$ cat src/rtl/serial_arith_unit_if.sv
// Bit-serial stream bundle for serial_arith_unit: word resync, input bit stream, mode select,
// and the registered result stream with its end-of-word markers.
interface serial_arith_unit_if;
    logic       clr;
    logic       in_valid;
    logic       in_bit;
    logic [1:0] mode;
    logic       out_valid;
    logic       out_bit;
    logic       out_last;
    logic       out_flag;

    modport master (
        output clr, in_valid, in_bit, mode,
        input  out_valid, out_bit, out_last, out_flag
    );

    modport slave (
        input  clr, in_valid, in_bit, mode,
        output out_valid, out_bit, out_last, out_flag
    );
endinterface

$ cat src/rtl/serial_arith_unit.sv
// Bit-serial increment / decrement / negate / pass unit on LSB-first words of WIDTH bits.
// All outputs are registered; one output bit per valid input bit.
//
// state | meaning
// PEND  | carry/borrow still pending (neg: no one seen yet)
// COPY  | remaining bits pass unchanged
// INV   | remaining bits inverted (neg after first one)
module serial_arith_unit #(
    parameter int WIDTH = 4
) (
    input  logic              clk,
    input  logic              rst,
    serial_arith_unit_if.slave bus
);
    localparam int IDX_W = $clog2(WIDTH);
    localparam logic [IDX_W-1:0] LAST_IDX = IDX_W'(WIDTH - 1);

    localparam logic [1:0] MODE_INC  = 2'b00;
    localparam logic [1:0] MODE_DEC  = 2'b01;
    localparam logic [1:0] MODE_NEG  = 2'b10;
    localparam logic [1:0] MODE_PASS = 2'b11;

    typedef enum logic [1:0] {
        ST_PEND = 2'b00,
        ST_COPY = 2'b01,
        ST_INV  = 2'b10
    } state_t;

    state_t           state_q, state_d;
    logic [IDX_W-1:0] idx_q, idx_d;
    logic [1:0]       mode_q, mode_d;
    logic             out_valid_q, out_valid_d;
    logic             out_bit_q, out_bit_d;
    logic             out_last_q, out_last_d;
    logic             out_flag_q, out_flag_d;

    logic       first_bit;
    logic       last_bit;
    logic [1:0] mode_eff;
    state_t     state_eff;
    logic       b;

    always_ff @(posedge clk or posedge rst) begin
        if (rst) begin
            state_q     <= ST_PEND;
            idx_q       <= '0;
            mode_q      <= MODE_INC;
            out_valid_q <= 1'b0;
            out_bit_q   <= 1'b0;
            out_last_q  <= 1'b0;
            out_flag_q  <= 1'b0;
        end else begin
            state_q     <= state_d;
            idx_q       <= idx_d;
            mode_q      <= mode_d;
            out_valid_q <= out_valid_d;
            out_bit_q   <= out_bit_d;
            out_last_q  <= out_last_d;
            out_flag_q  <= out_flag_d;
        end
    end

    // Bit 0 uses the live mode and a fresh start state, so the previous word's end state never leaks in.
    assign first_bit = (idx_q == '0);
    assign last_bit  = (idx_q == LAST_IDX);
    assign mode_eff  = first_bit ? bus.mode : mode_q;
    assign state_eff = first_bit ? ((bus.mode == MODE_PASS) ? ST_COPY : ST_PEND) : state_q;
    assign b         = bus.in_bit;

    always_comb begin
        state_d     = state_q;
        idx_d       = idx_q;
        mode_d      = mode_q;
        out_valid_d = 1'b0;
        out_bit_d   = 1'b0;
        out_last_d  = 1'b0;
        out_flag_d  = 1'b0;

        if (bus.clr) begin
            idx_d   = '0;
            state_d = ST_PEND;
        end else if (bus.in_valid) begin
            mode_d      = mode_eff;
            idx_d       = last_bit ? '0 : idx_q + IDX_W'(1);
            out_valid_d = 1'b1;
            out_last_d  = last_bit;
            state_d     = state_eff;
            unique case (state_eff)
                ST_PEND: begin
                    unique case (mode_eff)
                        MODE_INC: begin
                            out_bit_d  = ~b;
                            state_d    = b ? ST_PEND : ST_COPY;
                            out_flag_d = last_bit & b;
                        end
                        MODE_DEC: begin
                            out_bit_d  = ~b;
                            state_d    = b ? ST_COPY : ST_PEND;
                            out_flag_d = last_bit & ~b;
                        end
                        MODE_NEG: begin
                            out_bit_d  = b;
                            state_d    = b ? ST_INV : ST_PEND;
                            out_flag_d = last_bit & b;
                        end
                        default: begin
                            out_bit_d = b;
                            state_d   = ST_COPY;
                        end
                    endcase
                end
                ST_COPY: out_bit_d = b;
                ST_INV:  out_bit_d = ~b;
                default: begin
                    out_bit_d = b;
                    state_d   = ST_PEND;
                end
            endcase
        end
    end

    assign bus.out_valid = out_valid_q;
    assign bus.out_bit   = out_bit_q;
    assign bus.out_last  = out_last_q;
    assign bus.out_flag  = out_flag_q;
endmodule

$ cat src/flat_wrapper.sv
// flat-port wrapper written by rule: the top's interface ports become plain ports
module serial_arith_unit_flat 
#(
    parameter int WIDTH = 4
)
  (clk, rst, bus_clr, bus_in_valid, bus_in_bit, bus_mode, bus_out_valid, bus_out_bit, bus_out_last, bus_out_flag);
  serial_arith_unit_if bus_i ();
  input  logic clk;
  input  logic rst;
  input wire logic [$bits(bus_i.clr)-1:0] bus_clr;
  input wire logic [$bits(bus_i.in_valid)-1:0] bus_in_valid;
  input wire logic [$bits(bus_i.in_bit)-1:0] bus_in_bit;
  input wire logic [$bits(bus_i.mode)-1:0] bus_mode;
  output wire logic [$bits(bus_i.out_valid)-1:0] bus_out_valid;
  output wire logic [$bits(bus_i.out_bit)-1:0] bus_out_bit;
  output wire logic [$bits(bus_i.out_last)-1:0] bus_out_last;
  output wire logic [$bits(bus_i.out_flag)-1:0] bus_out_flag;
  assign bus_i.clr = bus_clr;
  assign bus_i.in_valid = bus_in_valid;
  assign bus_i.in_bit = bus_in_bit;
  assign bus_i.mode = bus_mode;
  assign bus_out_valid = bus_i.out_valid;
  assign bus_out_bit = bus_i.out_bit;
  assign bus_out_last = bus_i.out_last;
  assign bus_out_flag = bus_i.out_flag;
  serial_arith_unit #(.WIDTH(WIDTH)) u_core (.clk(clk), .rst(rst), .bus(bus_i));
endmodule
$ cat config.mk
export PLATFORM = sky130hd
export DESIGN_NAME = serial_arith_unit_flat
export DESIGN_NICKNAME = d
export VERILOG_FILES = /design/src/rtl/serial_arith_unit_if.sv /design/src/rtl/serial_arith_unit.sv /design/src/flat_wrapper.sv
export SDC_FILE = /design/constraint.sdc
export NUM_CORES = 1
export LEC_CHECK = 0
export CAP_MARGIN = 20
export CORE_MARGIN = 2
export CORE_UTILIZATION = 44
export DETAILED_ROUTE_END_ITERATION = 16
export PLACE_DENSITY = 0.77
export SYNTH_ARGS = -nofsm -noshare
export SYNTH_HDL_FRONTEND = slang
export SYNTH_SLANG_ARGS = --single-unit
$ cat constraint.sdc
create_clock -name clk -period 1.4 [get_ports clk]
set_clock_uncertainty 0.05 [all_clocks]
set_input_delay 0.35 -clock clk [delete_from_list [all_inputs] [get_ports clk]]
set_output_delay 0.35 -clock clk [all_outputs]
set_load 0.1 [all_outputs]
==> metrics, run 1 <==
Skew-Pair Late Insertion Delay=0.27 ns; WP data required=1.57 ns; Setup WS post-layout=0.0602 ns; CP Cell Sequence=inv_1, ha_4, inv_1, a311oi_2, and3_1; # diodes=0; f_max=about 0.75 GHz; H-tree levels=1; Detail Placement HPWL=~900 um; Min-Delay Path Class=input port to async pin; Synth Instances=61; post-CTS setup repair buffer count=0; Placement Setup Slack=-0.232 ns; critical path type=flip-flop to flip-flop; reg2reg setup slack=between 0.06 and 0.07 ns; Max Slew Vio Count=0; DR WL/cell=between 10 and 15 um; Slowest-stage cell, CP=dfrtp_1; leakage=about 0.42 nW; Crit Path Max Fanout=10; WP data arrival=around 1.5 ns; first-pass GRT wire length=1.97 mm; vias per std cell=5.52; DR iter-0 viols=13; RSZ-0062 raised after global routing=false; Chip Width=~41 um; Worst slew margin=between 70% and 80%; prevailing post-synth register cell=dfrtp_1; fin util=between 60% and 70%; worst slew pin tran=around 0.4 ns; VDD IR max=between 0.5 and 0.6 mV; Power Total=0.860 mW; cell count of the worst reg-to-reg path=5; CP delay by family, top=flip-flops; number of buffers created by CTS=3; Area after DPL=approximately 810 sq um; CP peak stage delay=approximately 0.38 ns; Die ar.=between 1500 and 2000 sq um; clk sinks=10; final period utilization=a little over nine tenths; status=finished clean; root buffer cell=clkbuf_4; number of synthesized register bits=10; Final nets=92; Worst R2R End=u_core.state_q[0]; fill count=around 110; GRT Resource Usage Total=between 10% and 20%; final hold vios=0; YS warnings=0; row count=13; Core Region=1300 sq um; Setup-failing EPs final=0; Worst R2R Start=u_core.idx_q[0]; Reg area=250 sq um; count of max-cap constraint violations=0; port buffer count=10; first-pass iteration count of the detailed router=4; area grow syn2layout=44.3%; area of the multi-input gates=about 330 sq um; min cycle time layout=between 1 and 1.5 ns; synthesized area=607 sq um; DRC=0; pwr dens=between 900 and 1000 nW/um^2; IO Count=11; grt ovf=0; clk buf depth=2; post-route cell area=approximately 880 sq um; RePlAce Congestion=0.919; clk slew on worst S/H paths=around 0.070 ns; DR vias=about 540; Routed Antenna Nets=0; layout cells sized above 1=34.1%; vias in the first global route=between 400 and 500; Setup crit end kind=flip-flop; Bufs and invs on worst path=2; initial core utilization=46.6%; Die Span Y=slightly above 40 um; Worst path most repeated cell=inv_1; Yosys cell types=26; syn avg cell area=a little under 10 sq um; drt total wl=approximately 1.3 mm; pin count of the biggest net entering global routing=11; Post-synth EDFFs=0; startpoint types=flip-flop; antenna violations before repair=0; asr flop ratio synth=100%; sequential area share after synthesis=41.2%; TritonCTS clock tree=yes; Post-Syn Nets=70
==> layer usage <==
| metal | up-vias | track usage [%] | part of all wire (%) |
|---|---|---|---|
| li1 | 254 | - | - |
| met1 | 257 | 23.3 | 41 |
| met2 | 18 | 29.7 | 50 |
| met3 | 6 | 1.63 | 5.6 |
| met4 | 0 | 14.5 | 3.1 |
| met5 | - | 0 | 0 |
==> per-stage QoR <==
step	setup TNS (ns)	instances	hold WS, ns
floorplan	0	61	0.140
global placement	-1.11	93	0.509
detailed placement	-1.32	93	0.526
CTS	0	97	0.326
global route	0	97	0.351
finish	0	97	0.306
==> sequential cells by signal (all words and copies together) (netlist names) <==
| signal | count |
|---|---|
| u_core.idx_q | 2 |
| u_core.mode_q | 2 |
| u_core.state_q | 2 |
| u_core.bus.out_bit | 1 |
| u_core.bus.out_flag | 1 |
| u_core.bus.out_last | 1 |
| u_core.bus.out_valid | 1 |
==> cells by family (layout without fill, tap and decap cells) <==
kind of cell	count (synthesis)	after routing	share of synthesized area (%)
buf+inv	9	30	9.28
mux	4	4	8.25
compound gates	12	12	12.8
fa+ha+maj	2	2	4.12
simple gates	24	24	24.3
flops	10	10	41.2
==> repair_timing <==
item / in CTS / in global routing
hold buffers: 0 / 0
gates resized for setup: 2 / 4
endpoints found under the setup margin: 5 / 3
gates cloned: 0 / 0
==> placed cells by master (no fill, tap or decap), drive strengths merged <==
master and count:
a21oi 2, or3 1, ha 2, clkbuf 4, o21ai 5, inv 6
nand3 2, nand2b 2, mux2i 2, a31oi 1, buf 14, clkdlybuf4s50 5
nor3b 3, and2 1, and2b 2, nor2b 2, nor2 6, and3b 1
o21ba 1, and3 1, nand4 1, dfrtp 10, a311oi 2, nand2 2
mux2 2, dlymetal6s2s 1, o2111ai 1
==> area by class of cell <==
| type | instances | share of cell area (%) |
|---|---|---|
| multi-input cells | 42 | 37.7 |
| flip-flops and latches | 10 | 28.6 |
| repair buffers | 20 | 24.9 |
| clock buffers | 4 | 4.14 |
| inverters | 6 | 2.57 |
| well taps | 15 | 2.14 |
==> worst max path at each step <==
stage	startpoint	end	slack (ns)	cells past startpoint
6_report	u_core.idx_q[0]	u_core.state_q[0]	0.06	5
5_1_grt	bus_clr	u_core.bus.out_flag	0.005	5
4_1_cts	u_core.idx_q[0]	u_core.state_q[0]	0.04	5
3_5_place_dp	bus_in_bit	u_core.state_q[1]	-0.23	4
3_3_place_gp	bus_mode[1]	u_core.state_q[0]	-0.19	4
2_1_floorplan	u_core.idx_q[0]	u_core.bus.out_bit	0.08	6
==> synthesized netlist by cell type, types with 2 or more instances <==
cell type / count / area, sq um
dfrtp_1: 10 / 250
inv_1: 6 / 22.5
nor2_1: 6 / 22.5
o21ai_0: 5 / 25.0
buf_6: 3 / 33.8
nor3b_1: 3 / 22.5
a21oi_1: 2 / 10.0
a311oi_1: 2 / 17.5
ha_1: 2 / 25.0
mux2_4: 2 / 30.0
mux2i_1: 2 / 20.0
nand2b_1: 2 / 12.5
nand3_1: 2 / 10.0
nor2b_1: 2 / 12.5
==> power by group <==
group          switching (mW)  leakage [nW]  internal [mW]
clock network           0.113        0.0210          0.158
registers              0.0294         0.131          0.315
logic                   0.116         0.268          0.128
total                   0.259         0.419          0.601
No activity file was read; power rests on OpenSTA's default activity.
==> run 2: changes to the inputs <==
- GPL_TIMING_DRIVEN: unset -> 1
==> results of run 2 <==
Same layout as run 1: the final DEF is identical, and so are final timing and power.
